`src/rtl/switch_debounce_toggle.sv`:
```
// Switch conditioning front-end: 2-FF synchroniser, per-channel debounce counter,
// silent power-up load of the clean levels, and commit pulses with parity.
module switch_debounce_toggle #(
   parameter int          N_SW      = 3,
   parameter int          DB_BITS   = 20,
   parameter int unsigned DB_CYCLES = 1000000
) (
   input  logic            clk,
   input  logic            rst,
   input  logic [N_SW-1:0] S_raw,
   output logic [N_SW-1:0] S_db,
   output logic [N_SW-1:0] chg,
   output logic            toggle,
   output logic            parity,
   output logic            busy
);

   typedef enum logic [1:0] {
      ST_LOAD0 = 2'd0,
      ST_LOAD1 = 2'd1,
      ST_RUN   = 2'd2
   } state_e;

   typedef logic [DB_BITS-1:0] cnt_t;

   localparam cnt_t CNT_LAST = cnt_t'(DB_CYCLES - 1);

   state_e          state_q, state_d;
   logic            rel_q, rel_d;
   logic [N_SW-1:0] sync1_q, sync2_q;
   logic [N_SW-1:0] s_db_q, s_db_d;
   logic [N_SW-1:0] chg_q, chg_d;
   logic            toggle_q, toggle_d;
   cnt_t            cnt_q [N_SW];
   cnt_t            cnt_d [N_SW];
   logic            load_en, run_en;
   logic [N_SW-1:0] cnt_nz;

   // rel_q holds LOAD0 for one extra edge after reset release, so the
   // synchroniser is full before LOAD1 copies it into S_db.
   always_ff @(posedge clk or posedge rst) begin
      if (rst) begin
         state_q <= ST_LOAD0;
         rel_q   <= 1'b1;
      end else begin
         // NOTE: non-blocking in clocked blocks so every flop samples pre-edge values.
         state_q <= state_d;
         rel_q   <= rel_d;
      end
   end

   always_comb begin
      // NOTE: every comb output gets a default first, so no path can infer a latch.
      state_d = state_q;
      rel_d   = 1'b0;
      case (state_q)
         ST_LOAD0: if (!rel_q) state_d = ST_LOAD1;
         ST_LOAD1: state_d = ST_RUN;
         ST_RUN:   state_d = ST_RUN;
         default:  state_d = ST_LOAD0;
      endcase
   end

   always_comb begin
      load_en = (state_q == ST_LOAD1);
      run_en  = (state_q == ST_RUN);
   end

   always_comb begin
      s_db_d = s_db_q;
      chg_d  = '0;
      for (int i = 0; i < N_SW; i++) begin
         cnt_d[i] = cnt_q[i];
      end
      if (load_en) begin
         s_db_d = sync2_q;
         for (int i = 0; i < N_SW; i++) begin
            cnt_d[i] = '0;
         end
      end else if (run_en) begin
         for (int i = 0; i < N_SW; i++) begin
            if (sync2_q[i] == s_db_q[i]) begin
               cnt_d[i] = '0;
            end else if (cnt_q[i] == CNT_LAST) begin
               s_db_d[i] = sync2_q[i];
               chg_d[i]  = 1'b1;
               cnt_d[i]  = '0;
            end else begin
               cnt_d[i] = cnt_q[i] + cnt_t'(1);
            end
         end
      end
      toggle_d = |chg_d;
   end

   always_ff @(posedge clk or posedge rst) begin
      if (rst) begin
         sync1_q  <= '0;
         sync2_q  <= '0;
         s_db_q   <= '0;
         chg_q    <= '0;
         toggle_q <= 1'b0;
         // NOTE: counters are discrete flops, not a RAM, so they take the async reset.
         for (int i = 0; i < N_SW; i++) begin
            cnt_q[i] <= '0;
         end
      end else begin
         sync1_q  <= S_raw;
         sync2_q  <= sync1_q;
         s_db_q   <= s_db_d;
         chg_q    <= chg_d;
         toggle_q <= toggle_d;
         for (int i = 0; i < N_SW; i++) begin
            cnt_q[i] <= cnt_d[i];
         end
      end
   end

   always_comb begin
      cnt_nz = '0;
      for (int i = 0; i < N_SW; i++) begin
         cnt_nz[i] = (cnt_q[i] != '0);
      end
   end

   assign S_db   = s_db_q;
   assign chg    = chg_q;
   assign toggle = toggle_q;
   assign parity = ^s_db_q;
   assign busy   = (state_q != ST_RUN) || (|cnt_nz);

endmodule

```
`config.mk`:
```
export PLATFORM = sky130hd
export DESIGN_NAME = switch_debounce_toggle
export DESIGN_NICKNAME = d
export VERILOG_FILES = /design/src/rtl/switch_debounce_toggle.sv
export SDC_FILE = /design/constraint.sdc
export NUM_CORES = 1
export LEC_CHECK = 0
export ABC_AREA = 1
export CAP_MARGIN = 40
export CORE_AREA = 5 5 115 117
export CTS_CLUSTER_DIAMETER = 80
export DETAILED_ROUTE_END_ITERATION = 8
export DIE_AREA = 0 0 120 122
export GPL_TIMING_DRIVEN = 0
export PLACE_DENSITY = 0.53
export SETUP_SLACK_MARGIN = 0.3
export SLEW_MARGIN = 5
export SYNTH_ARGS = -nofsm -noshare
export SYNTH_HDL_FRONTEND = slang
export SYNTH_SLANG_ARGS = --single-unit
export TNS_END_PERCENT = 50
```
`constraint.sdc`:
```
create_clock -name clk -period 5.1 [get_ports clk]
set_clock_uncertainty 0.2 [all_clocks]
set_input_delay 0.765 -clock clk [delete_from_list [all_inputs] [get_ports clk]]
set_output_delay 0.765 -clock clk [all_outputs]
set_load 0.05 [all_outputs]
```
* Word level (Yosys, flattened, before mapping) *
Cells that the tools add are included.

operators by class
  reductions and logical operators = 16
  multipliers = 0
  $lt $le $gt $ge = 0
  add/subtract/negate cells = 3
  shift-type cells = 0
  equality and inequality tests = 13
  divide/modulo/power cells = 0
  multiplexer cells = 26
  bitwise logic cells = 0

operators with widths
  cell                                                              number
  20-bit two-way mux                                                6
  60-bit two-way mux                                                2
  20-bit by 1-bit adder with 20-bit output (second input constant)  3
  20-bit == test (second input constant)                            3
  20-bit nonzero test                                               3
  1-bit two-way mux                                                 12
  3-bit two-way mux                                                 4
  2-bit != test (second input constant)                             5
  3-bit AND reduction                                               3
  2-bit nonzero test                                                4
  3-bit OR reduction                                                2
  2-bit case mux with 2 select lines                                1
  1-bit == test                                                     3
  3-bit parity                                                      1
  2-bit by 1-bit == test with 1-bit output (second input constant)  1
  2-bit == test (second input constant)                             1
  2-bit logical NOT                                                 1
  2-bit two-way mux                                                 1
  2-bit OR reduction                                                1
  1-bit logical OR                                                  1

word-level totals
  memories kept = 0
  latch bits = 0
  input bits = 5
  register bits = 76
  logic and storage cells = 70
  memory bits (writable) = 0
  output and inout bits = 9
  ROM bits = 0

* Depth between registers and ports, before layout *
Gate-level depths: netlist of the first run.

  depth in word-level cells = 6
  gate-level depth with buffers = 11
  gate-level depth less buffers = 10

* Worst setup path before layout of the first run *
Ideal clock, no wire load.

  path type = register -> output
  start point = register s_db_q[1] (netlist: S_db[1])
  end point = output parity
  arrival time = 1.668 ns
  stages on the path, launching flop included = 3
  required time = 4.135 ns
  path buffers = 0
  path slack = 2.467 ns
  cell sequence = dfrtp_1 -> xnor2_1 -> xnor2_1

on the way
  word-level cells in the longest chain between the ends = 1

RTL lines
  item                    RTL line  source
  start, declared         31        logic [N_SW-1:0] s_db_q, s_db_d;
  start signal, assigned  100       s_db_q <= '0;
  start signal, assigned  110       s_db_q <= s_db_d;
  3-bit parity            129       assign parity = ^s_db_q;
  end, declared           14        output logic parity,

No other way between the ends.

* Final worst setup path of the first run *
  start point = register cnt_q[40] in the netlist's numbering
  end point = output busy

on the way
  word-level cells in the longest chain between the ends = 3

RTL lines
  item                             RTL line  source
  start, declared                  34        cnt_t cnt_q [N_SW];
  start signal, assigned by index  114       cnt_q[i] <= cnt_d[i];
  20-bit nonzero test              122       cnt_nz[i] = (cnt_q[i] != '0);
  3-bit OR reduction               130       assign busy = (state_q != ST_RUN) || (|cnt_nz);
  1-bit logical OR                 130
  end, declared                    15        output logic busy

No other way between the ends.

==> impl_summary.log, run 1 <==
INFO  metric rows = 41
INFO  metric min_delay_path_depth = 0
INFO  metric dp_hpwl = 8780 um
INFO  metric die_x = 120 um
INFO  metric global_route.usage.total = 17.6%
INFO  metric worst_hold_startpoint = sync1_q[2]$_DFF_PP0_
INFO  metric synthesis.instances = 630
INFO  metric clock.fmax = 305 MHz
INFO  metric proportion_of_layout_cells_with_a_drive_suffix_above_1 = 9.39%
INFO  metric power.density_cell_area = 432 mW/mm^2
INFO  metric clkSlewWorstSetupHoldPaths = 0.07 ns
INFO  metric leftover_overflow_at_the_end_of_global_routing = 0
INFO  metric clockRootBuffer = sky130_fd_sc_hd__clkbuf_16
INFO  metric die_height = 122 um
INFO  metric die_footprint = 0.0146 sq mm
INFO  metric cts.htree.levels = 3
INFO  metric syn-cell-area = 0.00467 sq mm
INFO  metric final-seq-area = 0.00190 sq mm
INFO  metric cts-buffers-inserted = 9
INFO  metric syn-num-nets = 644
INFO  metric detailedRoute.firstPassIterationCount = 7
INFO  metric grt_start_max_net_pins = 62
INFO  metric antenna_found_initial = 0
INFO  metric post-route-drc-count = 0
INFO  metric timing.reg2reg.worst_path_depth = 11
INFO  metric p_leak = 2.45 nW
INFO  metric rrSetupSlack = 2.86 ns
INFO  metric setup_total_negative_slack = 0 ns
INFO  metric layout.cells.non_filler = 810
INFO  metric drt-vias-per-instance = 5.07
INFO  metric synth-seq-cells = 76
INFO  metric design.portCount = 14
INFO  metric buffer_ports.inserted = 13
INFO  metric postCtsResizedCells = 0
INFO  metric drt_iter0_markers = 196
INFO  metric ant_nets = 0
INFO  metric vdd.ir_drop.worst = 0.427 mV
INFO  metric dp.cells = 794
INFO  metric min-delay-path-class = register to register
INFO  metric detailroute.via_count = 4104
INFO  metric post_dp_cell_area = 0.00501 sq mm
INFO  metric post_drt_wl_per_cell = 14.6 um
INFO  metric setup.worst_path.class = register to primary output
INFO  metric setup_repair_after_global_routing_missed_its_margin = no
INFO  metric first_global_vias = 4059
INFO  metric holdBufCountCts = 0
INFO  metric hold_end = sync2_q[2]$_DFF_PP0_
INFO  metric routed_wirelength = 11800 um
INFO  metric timing.critical_path.required = 4.14 ns
INFO  metric max_slew.worst_pin.slew = 0.617 ns
INFO  metric synthesis.yosys.warnings = 0
INFO  metric floorplan.core_area = 0.0123 sq mm
INFO  metric multi_input_comb_area = 0.00237 sq mm
INFO  metric critical_path.endpoint_type = primary output
INFO  metric reg2reg_from = state_q[0]$_DFFE_PP0P_
INFO  metric grt_first_pass_wirelength = 20300 um
INFO  metric timing.final.setup_violations = 0
INFO  metric maxCapViolations = 0
INFO  metric clk_path_buf_depth = 2
INFO  metric critPathMaxFanout = 3
INFO  metric start_kind = register
INFO  metric hold_viol = 0
INFO  metric fin_nets = 669
INFO  metric effective_utilization_at_floorplan = 38.1%
INFO  metric synth_cell_types = 38
INFO  metric worstSkewPairLatency = 0.34 ns
INFO  metric fillers = 1231
INFO  metric tightest_slew_margin_relative_to_the_limit = 58.9%
INFO  metric data_arrival_at_the_endpoint_of_the_critical_path = 2.31 ns
INFO  metric timing_max_transition_violations_final = 0
INFO  metric post_layout_power = 2.30 mW
INFO  metric place_congestion = 0.858
INFO  metric tritoncts = built
INFO  metric ys_seq_area_share = 40.8%
INFO  metric layout_worst_path_cycle_share = 64.2%
INFO  metric num_antenna_cells = 0
INFO  metric cts_setup_buffers = 0
INFO  metric numClockSinks = 76
INFO  metric final.min_clock_period = 3.27 ns
INFO  metric post-route-cell-area = 0.00533 sq mm
INFO  metric regToRegEndpoint = cnt_q[39]$_DFFE_PP0P_
INFO  metric status = completed
INFO  metric areaGrowthSynthToFinish = 14.2%
INFO  metric synth.avg_cell_area = 7.41 sq um
==> cell type report <==
cell class	count	area share [%]
inverters	82	5.85
flip-flops and latches	76	35.7
multi-input cells	460	44.4
well taps	150	3.52
plain buffers	12	1.62
clock inverters	6	1.64
clock buffers	10	4.30
repair buffers	14	2.96
==> report_power, final <==
part / internal (mW) / switching [mW]
clock network: 0.429 / 0.259
registers: 0.654 / 0.0526
logic: 0.252 / 0.656
==> Yosys cell counts <==
cell type / n / area share, %
sky130_fd_sc_hd__nand3_1: 56 / 6.0
sky130_fd_sc_hd__a21oi_1: 1 / 0.11
sky130_fd_sc_hd__nand3_4: 1 / 0.38
sky130_fd_sc_hd__xor2_1: 27 / 5.1
sky130_fd_sc_hd__buf_8: 1 / 0.32
sky130_fd_sc_hd__nor4_1: 5 / 0.67
sky130_fd_sc_hd__clkinv_1: 1 / 0.080
sky130_fd_sc_hd__inv_2: 5 / 0.40
sky130_fd_sc_hd__nor2_2: 15 / 2.0
sky130_fd_sc_hd__nand3b_1: 2 / 0.32
sky130_fd_sc_hd__o21bai_1: 1 / 0.16
sky130_fd_sc_hd__nand2_2: 3 / 0.40
sky130_fd_sc_hd__xnor2_1: 11 / 2.1
sky130_fd_sc_hd__dfrtp_1: 75 / 40
sky130_fd_sc_hd__nand4_1: 35 / 4.7
sky130_fd_sc_hd__inv_1: 75 / 6.0
sky130_fd_sc_hd__a21boi_0: 2 / 0.32
sky130_fd_sc_hd__buf_4: 1 / 0.16
sky130_fd_sc_hd__and3_1: 1 / 0.13
sky130_fd_sc_hd__nor3b_1: 1 / 0.16
sky130_fd_sc_hd__buf_2: 3 / 0.32
sky130_fd_sc_hd__buf_6: 3 / 0.72
sky130_fd_sc_hd__o21ai_0: 8 / 0.86
sky130_fd_sc_hd__ha_1: 9 / 2.4
sky130_fd_sc_hd__a21o_1: 1 / 0.16
sky130_fd_sc_hd__dfstp_2: 1 / 0.56
sky130_fd_sc_hd__clkbuf_1: 2 / 0.16
sky130_fd_sc_hd__nor2_1: 120 / 9.7
sky130_fd_sc_hd__clkinv_2: 1 / 0.11
sky130_fd_sc_hd__nor3_1: 12 / 1.3
sky130_fd_sc_hd__o31ai_1: 1 / 0.16
sky130_fd_sc_hd__nor2_4: 5 / 1.2
sky130_fd_sc_hd__buf_1: 2 / 0.16
sky130_fd_sc_hd__a21oi_4: 1 / 0.35
sky130_fd_sc_hd__conb_1: 1 / 0.080
sky130_fd_sc_hd__nand3_2: 5 / 1.1
sky130_fd_sc_hd__nand2_1: 135 / 11
sky130_fd_sc_hd__a31oi_1: 1 / 0.13
==> worst max-delay path by stage <==
stage	slack, ns	start	cells after the start	endpoint
after floorplan	2.20	rst	1	S_db[0]$_DFFE_PP0P_
after global placement	0.82	rst	2	cnt_q[57]$_DFFE_PP0P_
after detailed placement	2.15	cnt_q[40]$_DFFE_PP0P_	8	busy
after CTS	1.76	cnt_q[40]$_DFFE_PP0P_	8	busy
after global routing	1.67	state_q[0]$_DFFE_PP0P_	8	busy
final	1.83	cnt_q[40]$_DFFE_PP0P_	8	busy
==> per-layer routing <==
| metal | up-vias | wire, um | global-route usage (%) |
|---|---|---|---|
| met2 | 69 | 5500 | 28.2 |
| met1 | 1969 | 5690 | 23.7 |
| met3 | 14 | 438 | 2.92 |
| met4 | 0 | 215 | 7.02 |
| li1 | 2052 | - | - |
| met5 | - | 0 | 0 |
==> worst max-delay path, stage by stage, from the launching register on <==
cell                              delay, ns
sky130_fd_sc_hd__dfrtp_1               0.40
sky130_fd_sc_hd__inv_1                 0.09
sky130_fd_sc_hd__ha_1                  0.20
sky130_fd_sc_hd__nand2_1               0.06
sky130_fd_sc_hd__nor3_1                0.18
sky130_fd_sc_hd__nand4_1               0.13
sky130_fd_sc_hd__nor2_1                0.12
sky130_fd_sc_hd__nand2_1               0.07
sky130_fd_sc_hd__clkdlybuf4s50_1       0.70
==> registers in the layout, indices dropped and copies added (netlist names) <==
name	flops
toggle	1
rel_q	1
cnt_q	60
sync2_q	3
chg	3
S_db	3
sync1_q	3
state_q	2
==> per-stage QoR <==
stage,setup slack (ns),utilization [%],hold slack (ns)
2_1_floorplan,2.20,-,0.131
3_3_place_gp,0.818,40.6,0.135
3_5_place_dp,2.15,40.9,0.145
4_1_cts,1.76,43.5,0.160
5_1_grt,1.67,43.5,0.167
6_report,1.83,43.5,0.155
==> cell families (layout without fill, tap and decap cells) <==
logic type	after synthesis	count (layout)	synth area share, %
buffers and inverters	94	124	8.47
other	1	1	0.0804
AND/OR/NAND/NOR	396	396	38.9
AO/OA/AOI/OAI	16	16	2.25
XOR/XNOR	38	38	7.13
adder cells (fa/ha/maj)	9	9	2.41
flip-flops	76	76	40.8
==> cell usage in the layout, fill, tap and decap left out, drive strengths merged, types with 2 or more instances in the layout <==
master	n
nor3	12
xnor2	11
clkbuf	12
nand2	138
a21boi	2
clkdlybuf4s50	13
nand3	62
a21oi	2
nor4	5
o21ai	8
ha	9
nor2	140
bufinv	2
xor2	27
nand4	35
nand3b	2
inv	81
buf	11
dfrtp	75
clkinv	5
(Power assumes the default switching activity.)
==> run 2: changes to the inputs <==
Settings changed: PLACE_DENSITY 0.53 to 0.55.
Clock period 5.1 ns to 2.8 ns, I/O delays scaled along.
==> impl_summary.log, run 2 (same netlist as run 1, synthesis figures left out) <==
INFO  metric worstPathCellList = inv_1, nand3_1, nor3_1, nand3_1, nor2_1, nand2_1, buf_6
INFO  metric areaGrowthSynthToFinish = 15.6%
INFO  metric rows = 41
INFO  metric first_global_vias = 4053
INFO  metric data_arrival_at_the_endpoint_of_the_critical_path = 1.82 ns
INFO  metric ant_nets = 0
INFO  metric start_kind = register
INFO  metric cts.htree.levels = 3
INFO  metric worst_hold_startpoint = sync1_q[2]$_DFF_PP0_
INFO  metric layout_commonest_cell = sky130_fd_sc_hd__nand2_1
INFO  metric post-route-drc-count = 0
INFO  metric grt_start_max_net_pins = 32
INFO  metric maxCapViolations = 0
INFO  metric num_antenna_cells = 0
INFO  metric setup_total_negative_slack = 0 ns
INFO  metric worstSkewPairLatency = 0.35 ns
INFO  metric post_drt_wl_per_cell = 14.6 um
INFO  metric timing.reg2reg.worst_path_depth = 11
INFO  metric clockRootBuffer = sky130_fd_sc_hd__clkbuf_16
INFO  metric regToRegEndpoint = cnt_q[37]$_DFFE_PP0P_
INFO  metric fin_nets = 674
INFO  metric layout_worst_path_cycle_share = 87.0%
INFO  metric reg2reg_from = state_q[1]$_DFFE_PP0P_
INFO  metric effective_utilization_at_floorplan = 38.1%
INFO  metric tritoncts = built
INFO  metric die_footprint = 0.0146 sq mm
INFO  metric timing_max_transition_violations_final = 0
INFO  metric crit_path_most_repeated_cell = sky130_fd_sc_hd__nand3_1
INFO  metric hold_viol = 0
INFO  metric largest_register_ff_count = 60
INFO  metric max_slew.worst_pin.slew = 0.654 ns
INFO  metric final.hold.worst_slack = 0.150 ns
INFO  metric holdBufCountCts = 0
INFO  metric buffer_ports.inserted = 13
INFO  metric drt-vias-per-instance = 5.06
INFO  metric drt_iter0_markers = 252
INFO  metric critical_path.endpoint_type = primary output
INFO  metric clock.fmax = 411 MHz
INFO  metric clk_path_buf_depth = 2
INFO  metric antenna_found_initial = 0
INFO  metric routed_wirelength = 11900 um
INFO  metric global_route.usage.total = 17.3%
INFO  metric timing.final.setup_violations = 0
INFO  metric setup.worst_path.class = register to primary output
INFO  metric place_worst_setup_slack = 0.141 ns
INFO  metric die_x = 120 um
INFO  metric status = completed
INFO  metric path_delay_family = simple AND/OR/NAND/NOR gates
INFO  metric min-delay-path-class = register to register
INFO  metric tightest_slew_margin_relative_to_the_limit = 56.4%
INFO  metric vdd.ir_drop.worst = 0.640 mV
INFO  metric design.portCount = 14
INFO  metric leftover_overflow_at_the_end_of_global_routing = 0
INFO  metric grt_first_pass_wirelength = 20200 um
INFO  metric cts-buffers-inserted = 9
INFO  metric registers.top_by_ff_count = cnt_q
INFO  metric critical-path-slowest-cell = sky130_fd_sc_hd__dfrtp_1
INFO  metric dp_hpwl = 9020 um
INFO  metric detailroute.via_count = 4127
INFO  metric setup_repair_after_global_routing_missed_its_margin = yes
INFO  metric proportion_of_layout_cells_with_a_drive_suffix_above_1 = 11.4%
INFO  metric clkSlewWorstSetupHoldPaths = 0.06 ns
INFO  metric critPathMaxFanout = 5
INFO  metric place_congestion = 0.918
INFO  metric cp_slowest_stage_delay = 0.44 ns
INFO  metric postLayoutSetupSlackWorst = 0.364 ns
INFO  metric postLayoutCoreUtil = 44.0%
INFO  metric final_cell_mix = 134 x sky130_fd_sc_hd__nand2_1, 120 x sky130_fd_sc_hd__nor2_1, 75 x sky130_fd_sc_hd__dfrtp_1, 70 x sky130_fd_sc_hd__inv_1, 56 x sky130_fd_sc_hd__nand3_1
INFO  metric rrSetupSlack = 0.52 ns
INFO  metric numClockSinks = 76
INFO  metric detailedRoute.firstPassIterationCount = 5
INFO  metric min_delay_path_depth = 0
INFO  metric power.density_cell_area = 777 mW/mm^2
INFO  metric timing.critical_path.buf_inv = 2
INFO  metric hold_end = sync2_q[2]$_DFF_PP0_
INFO  metric fillers = 1251
INFO  metric floorplan.core_area = 0.0123 sq mm
INFO  metric timing.critical_path.required = 2.18 ns
INFO  metric p_leak = 2.47 nW
INFO  metric die_height = 122 um
INFO  metric final.min_clock_period = 2.44 ns
==> run 2: changes by cell type in the layout (fill, tap and decap cells not counted), sizes merged <==
| cell | change |
|---|---|
| buf | +6 |
| clkdlybuf4s50 | -2 |
| bufinv | -1 |
| clkinvlp | +1 |
| dlygate4sd2 | +1 |
==> run 2: timing repair <==
action	in CTS	in global routing
buffers inserted	0	4
pin swaps	0	8
gates resized for setup	6	13
setup endpoints to repair	2	1
==> run 2: cell type report <==
| class | instances | area [sq um] | area share, % |
|---|---|---|---|
| Multi-Input combinational cell | 460 | 2400 | 44.5 |
| Sequential cell | 76 | 1900 | 35.3 |
| Inverter | 82 | 313 | 5.80 |
| Clock buffer | 10 | 229 | 4.25 |
| Timing Repair Buffer | 19 | 200 | 3.71 |
| Tap cell | 150 | 188 | 3.48 |
| Buffer | 12 | 86.3 | 1.60 |
| Clock inverter | 6 | 73.8 | 1.37 |
==> run 2: report_power, final <==
part | internal (mW) | total [mW] | switching [mW]
registers | 1.19 | 1.29 | 0.0972
clock network | 0.701 | 1.19 | 0.486
logic | 0.491 | 1.71 | 1.22
==> run 2: worst max path at each step <==
stage / cells past startpoint / endpoint / slack, ns / startpoint
after CTS: 8 / busy / 0.25 / cnt_q[40]$_DFFE_PP0P_
after global placement: 8 / busy / 0.14 / cnt_q[40]$_DFFE_PP0P_
final: 7 / busy / 0.36 / cnt_q[34]$_DFFE_PP0P_
after detailed placement: 8 / busy / 0.14 / cnt_q[40]$_DFFE_PP0P_
after global routing: 8 / busy / 0.28 / cnt_q[41]$_DFFE_PP0P_
after floorplan: 2 / parity / 0.51 / S_db[1]$_DFFE_PP0P_
==> run 2: metal layers <==
layer  share of wire (%)  global-route usage [%]  vias up
met3                 3.7                    2.60       18
met2                  46                    27.9       76
li1                    -                       -     2060
met4                 2.0                    7.09        0
met1                  48                    23.3     1973
met5                   0                       0        -
==> run 2: stage by stage <==
step / cells / power [mW] / area (sq um)
2_1_floorplan: 630 / 2.40 / 4670
3_3_place_gp: 793 / 2.95 / 4990
3_5_place_dp: 795 / 2.97 / 5030
4_1_cts: 811 / 4.17 / 5320
5_1_grt: 815 / 4.44 / 5390
6_report: 815 / 4.19 / 5390
==> run 3: changes to the inputs <==
Settings changed: CTS_BUF_LIST set to sky130_fd_sc_hd__clkbuf_8.
==> impl_summary.log, run 3 (same netlist as run 1, synthesis figures left out) <==
INFO  metric status = completed
INFO  metric design.portCount = 14
INFO  metric setup_repair_after_global_routing_missed_its_margin = yes
INFO  metric critical_path.endpoint_type = primary output
INFO  metric hold_viol = 0
INFO  metric p_switching = 1.76 mW
INFO  metric leftover_overflow_at_the_end_of_global_routing = 0
INFO  metric data_arrival_at_the_endpoint_of_the_critical_path = 1.82 ns
INFO  metric post-route-drc-count = 0
INFO  metric drt-vias-per-instance = 5.02
INFO  metric vdd.ir_drop.worst = 0.766 mV
INFO  metric min_delay_path_depth = 0
INFO  metric seqPwrFrac = 33.3%
INFO  metric drt_iter0_markers = 261
INFO  metric place_congestion = 0.918
INFO  metric timing.critical_path.buf_inv = 2
INFO  metric global_route.usage.total = 17.2%
INFO  metric timing.reg2reg.worst_path_depth = 11
INFO  metric reg2reg_from = state_q[1]$_DFFE_PP0P_
INFO  metric fin_nets = 674
INFO  metric die_footprint = 0.0146 sq mm
INFO  metric place_worst_setup_slack = 0.141 ns
INFO  metric p_leak = 2.42 nW
INFO  metric clock.fmax = 410 MHz
INFO  metric regToRegEndpoint = cnt_q[37]$_DFFE_PP0P_
INFO  metric registers.top_by_ff_count = cnt_q
INFO  metric start_kind = register
INFO  metric final_cell_mix = 134 x sky130_fd_sc_hd__nand2_1, 120 x sky130_fd_sc_hd__nor2_1, 75 x sky130_fd_sc_hd__dfrtp_1, 72 x sky130_fd_sc_hd__inv_1, 56 x sky130_fd_sc_hd__nand3_1
INFO  metric floorplan.core_area = 0.0123 sq mm
INFO  metric post_drt_wl_per_cell = 14.6 um
INFO  metric clockRootBuffer = sky130_fd_sc_hd__clkbuf_8
INFO  metric path_delay_family = simple AND/OR/NAND/NOR gates
INFO  metric power_frac_clock = 22.5%
INFO  metric setup_total_negative_slack = 0 ns
INFO  metric die_x = 120 um
INFO  metric effective_utilization_at_floorplan = 38.1%
INFO  metric die_height = 122 um
INFO  metric postLayoutSetupSlackWorst = 0.362 ns
INFO  metric rrSetupSlack = 0.50 ns
INFO  metric power.density_cell_area = 729 mW/mm^2
INFO  metric clkSlewWorstSetupHoldPaths = 0.08 ns
INFO  metric crit_path_most_repeated_cell = sky130_fd_sc_hd__nand3_1
INFO  metric detailroute.via_count = 4092
INFO  metric clk_path_buf_depth = 2
INFO  metric critical-path-slowest-cell = sky130_fd_sc_hd__dfrtp_1
INFO  metric timing_max_transition_violations_final = 0
INFO  metric timing.final.setup_violations = 0
INFO  metric cp_slowest_stage_delay = 0.45 ns
INFO  metric cts.htree.levels = 3
INFO  metric worstPathCellList = inv_1, nand3_1, nor3_1, nand3_1, nor2_1, nand2_1, buf_6
INFO  metric final.min_clock_period = 2.44 ns
INFO  metric dp_hpwl = 9020 um
INFO  metric min-delay-path-class = register to register
INFO  metric dp.cells = 795
INFO  metric pwr-share-comb = 44.2%
INFO  metric numClockSinks = 76
INFO  metric max_slew.worst_pin.slew = 0.643 ns
INFO  metric critPathMaxFanout = 5
INFO  metric grt_start_max_net_pins = 32
INFO  metric largest_register_ff_count = 60
INFO  metric timing.critical_path.required = 2.18 ns
INFO  metric setup.worst_path.class = register to primary output
INFO  metric routed_wirelength = 11900 um
INFO  metric buffer_ports.inserted = 13
INFO  metric grt_first_pass_wirelength = 20100 um
INFO  metric ant_nets = 0
INFO  metric tightest_slew_margin_relative_to_the_limit = 57.1%
INFO  metric layout_commonest_cell = sky130_fd_sc_hd__nand2_1
INFO  metric first_global_vias = 4041
INFO  metric final.hold.worst_slack = 0.155 ns
INFO  metric detailedRoute.firstPassIterationCount = 5
INFO  metric worst_hold_startpoint = sync1_q[2]$_DFF_PP0_
INFO  metric cts-buffers-inserted = 9
INFO  metric hold_end = sync2_q[2]$_DFF_PP0_
INFO  metric tritoncts = built
INFO  metric maxCapViolations = 0
INFO  metric areaGrowthSynthToFinish = 13.4%
INFO  metric rows = 41
INFO  metric intPower = 2.10 mW
INFO  metric antenna_found_initial = 0
INFO  metric layout_worst_path_cycle_share = 87.1%
INFO  metric netSwitchingFraction = 45.6%
INFO  metric proportion_of_layout_cells_with_a_drive_suffix_above_1 = 11.3%
INFO  metric layout.cells.non_filler = 815
INFO  metric num_antenna_cells = 0
INFO  metric worstSkewPairLatency = 0.37 ns
[run 3: changes by cell type in the layout (fill, tap and decap cells not counted), sizes merged]
cell / before / now
clkbuf: 12 / 11
inv: 81 / 82
[run 3: power by group through the flow]
stage	registers, mW	logic, mW	clock network, mW
3_3_place_gp	1.30	1.64	0
3_5_place_dp	1.31	1.66	0
6_report	1.28	1.70	0.870
5_1_grt	1.30	1.87	0.939
2_1_floorplan	1.35	1.06	0
4_1_cts	1.29	1.66	0.906
[run 3: repair_timing]
action	4_1_cts	5_1_grt
buffers inserted	0	4
pin swaps	0	8
resized for setup	6	12
hold buffers	0	0
endpoints found under the setup margin	2	1
[run 3: layer usage]
layer	global-route usage, %	wire, um	vias to the layer above
li1	-	-	2052
met1	23.2	5810	1961
met2	27.6	5490	61
met3	2.69	342	18
met4	7.44	253	0
met5	0	0	-
[run 3: how the worst max path moves through the flow]
stage,start,to,slack [ns],depth (start not counted)
3_3_place_gp,cnt_q[40]$_DFFE_PP0P_,busy,0.14,8
5_1_grt,cnt_q[41]$_DFFE_PP0P_,busy,0.24,8
6_report,cnt_q[34]$_DFFE_PP0P_,busy,0.36,7
2_1_floorplan,S_db[1]$_DFFE_PP0P_,parity,0.51,2
4_1_cts,cnt_q[40]$_DFFE_PP0P_,busy,0.20,8
3_5_place_dp,cnt_q[40]$_DFFE_PP0P_,busy,0.14,8
[run 3: area by class of cell]
type | instances | area [sq um]
Buffer | 12 | 86.3
Clock buffer | 9 | 124
Clock inverter | 7 | 77.6
Fill cell | 1270 | 6970
Inverter | 82 | 313
Multi-Input combinational cell | 460 | 2400
Sequential cell | 76 | 1900
Tap cell | 150 | 188
Timing Repair Buffer | 19 | 200
[run 3: per-stage QoR]
stage                     util [%]  cell area [sq um]  total power, mW
final                         43.2               5290             3.86
after global routing          43.2               5290             4.11
after CTS                     42.6               5220             3.85
after detailed placement      41.0               5030             2.97
after global placement        40.7               4990             2.95
after floorplan                  -               4670             2.40
==> RTL change, RTL diff (config.mk and constraints of run 3) <==
Set the parameter `DB_BITS` to 22 (it was 20).
--- a/src/rtl/switch_debounce_toggle.sv
+++ b/src/rtl/switch_debounce_toggle.sv
@@ -4,3 +4,3 @@
    parameter int          N_SW      = 3,
-   parameter int          DB_BITS   = 20,
+   parameter int          DB_BITS   = 22,
    parameter int unsigned DB_CYCLES = 1000000
Behaviour: no difference found for any inputs over 10 cycles, from zero or initial values and one cycle with rst high; that may be too few to reach the edited logic, so the function may still have changed.
==> RTL change against run 3 <==
Combinational power rose by 2%. Power rose by 2.9%. Sequential cell count up 6. Clock power down 0.9%. Count of clock-buffer cells in the layout increased by 1. Largest cell class unchanged. First-iteration DRC count grew 1.9%. Maximum frequency is 0.25% higher. Wire length fell by 0.23%. Synthesized area is 5.8% higher. Via count grew 4.3%. Cell area grew 4.7%. Hold slack improved by 0.0011 ns. Register-to-register slack improved by 0.04 ns. Setup slack better by 0.0060 ns.
==> RTL change: results (changes against run 3) <==
Seq. cell area: 2053 µm² (+7.9%)
Hold endpoint: sync2_q[0]
Power density cells: 716.2 nW/µm² (-1.7%)
Crit share post-route: 86.86% (-0.22 points)
Routed wl met3: 426 µm (+25%)
Share of the synthesized area in the top cell type: 41.08% (+0.85 points)
Clk sinks: 82 (+7.9%)
Initial DRC Count: 266 (+1.9%)
Met1 Resource Use GR: 22.66% (-0.54 points)
Reg-to-reg endpoint: cnt_q[57]
Clock buffers: 10 (+1)
FILL cells: 1241 (-2.3%)
Share of cells above drive strength 1: 12.11% (+0.83 points)
Post-DR vias/cell: 5.009 (-0.23%)
Number of flip-flops in the largest register: 66 (+10%)
Post-DP Area: 5296 µm² (+5.4%)
CP max stage delay: 0.41 ns (-0.04 ns)
Hold Crit Start: sync1_q[0]
Non-Clock Buffer Area Fraction: 4.697% (-0.72 points)
Postcts setup bufs: 0 (unchanged)
Register area share after synthesis: 41.61% (+0.82 points)
Worst r2r path cells: 7 (-4)
TritonCTS buffer count: 9 (unchanged)
Register-to-Register Setup Slack: 0.54 ns (+0.04 ns)
Met3 Track Usage GR: 3.250% (+0.56 points)
DR WL/cell: 13.93 µm (-4.6%)
Met2 wire length: 5604 µm (+2.2%)
CP Max Fanout: 3 (-2)
Leakage: 2.598 nW (+7.2%)
First-pass GRT wire length: 20370 µm (+1.5%)
Clk tree area frac: 3.478% (-0.33 points)
Status: finished, final reports clean
Slew of the pin with the lowest slew margin: 0.5583 ns (-0.08514 ns)
CP startpoint: cnt_q[44]
Hpwl dp: 8999 µm (-0.22%)
Placed insts: 836 (+5.2%)
Largest net degree at the start of global routing: 36 (+13%)
Mapped Cells: 671 (+6.5%)
Nets: 712 (+5.6%)
Inverter count: 85 (+3.7%)
Fraction of area in multi-input gates: 45.46% (+0.11 points)
Max IR drop VDD: 0.0002562 V (-67%)
Synth cell count leaders: nand2_1, nor2_1, dfrtp_1
#MultiIn Comb: 494 (+7.4%)
Gp weighted congestion: 0.9017 (-1.8%)
Worst Hold Slack: 0.1561 ns (+0.001088 ns)
Vias: 4268 (+4.3%)
Vias in the first global route: 4266 (+5.6%)
Ranking of synthesized cells by area: dfrtp_1, nand2_1, nor2_1
# resized after CTS: 6 (unchanged)
Netlist cell types: 38 (unchanged)
Signal buffers: 26 (-16%)
Syn Nets: 685 (+6.4%)
Initial antenna violation count: 0 (unchanged)
Gr usage total: 17.56% (+0.33 points)
==> RTL change: cell count changes after synthesis, moves of 4 or more <==
| cell | change |
|---|---|
| dfrtp_1 | +6 |
| inv_1 | +5 |
| nand2_1 | +28 |
| nand3_1 | +7 |
| nand4_1 | -11 |
| nor2_1 | -4 |
| nor2_2 | +12 |
==> RTL change: report_power, final <==
part / total [W] / internal (W) / switching [W]
clock network: 0.000862 / 0.000428 / 0.000434
registers: 0.00137 / 0.00128 / 0.0000930
logic: 0.00174 / 0.000540 / 0.00120
==> RTL change: kinds of logic (layout without fill, tap and decap cells) <==
logic type,count (synthesis),after routing,share of synthesized area (%)
adders and majority gates,9,9,2.282
AOI/OAI and AO/OA,20,20,2.231
and+or+nand+nor,426,426,38.82
xor gates and xnor gates,38,38,6.744
buffers and inverters,95,126,8.240
other,1,1,0.07599
DFF,82,82,41.61
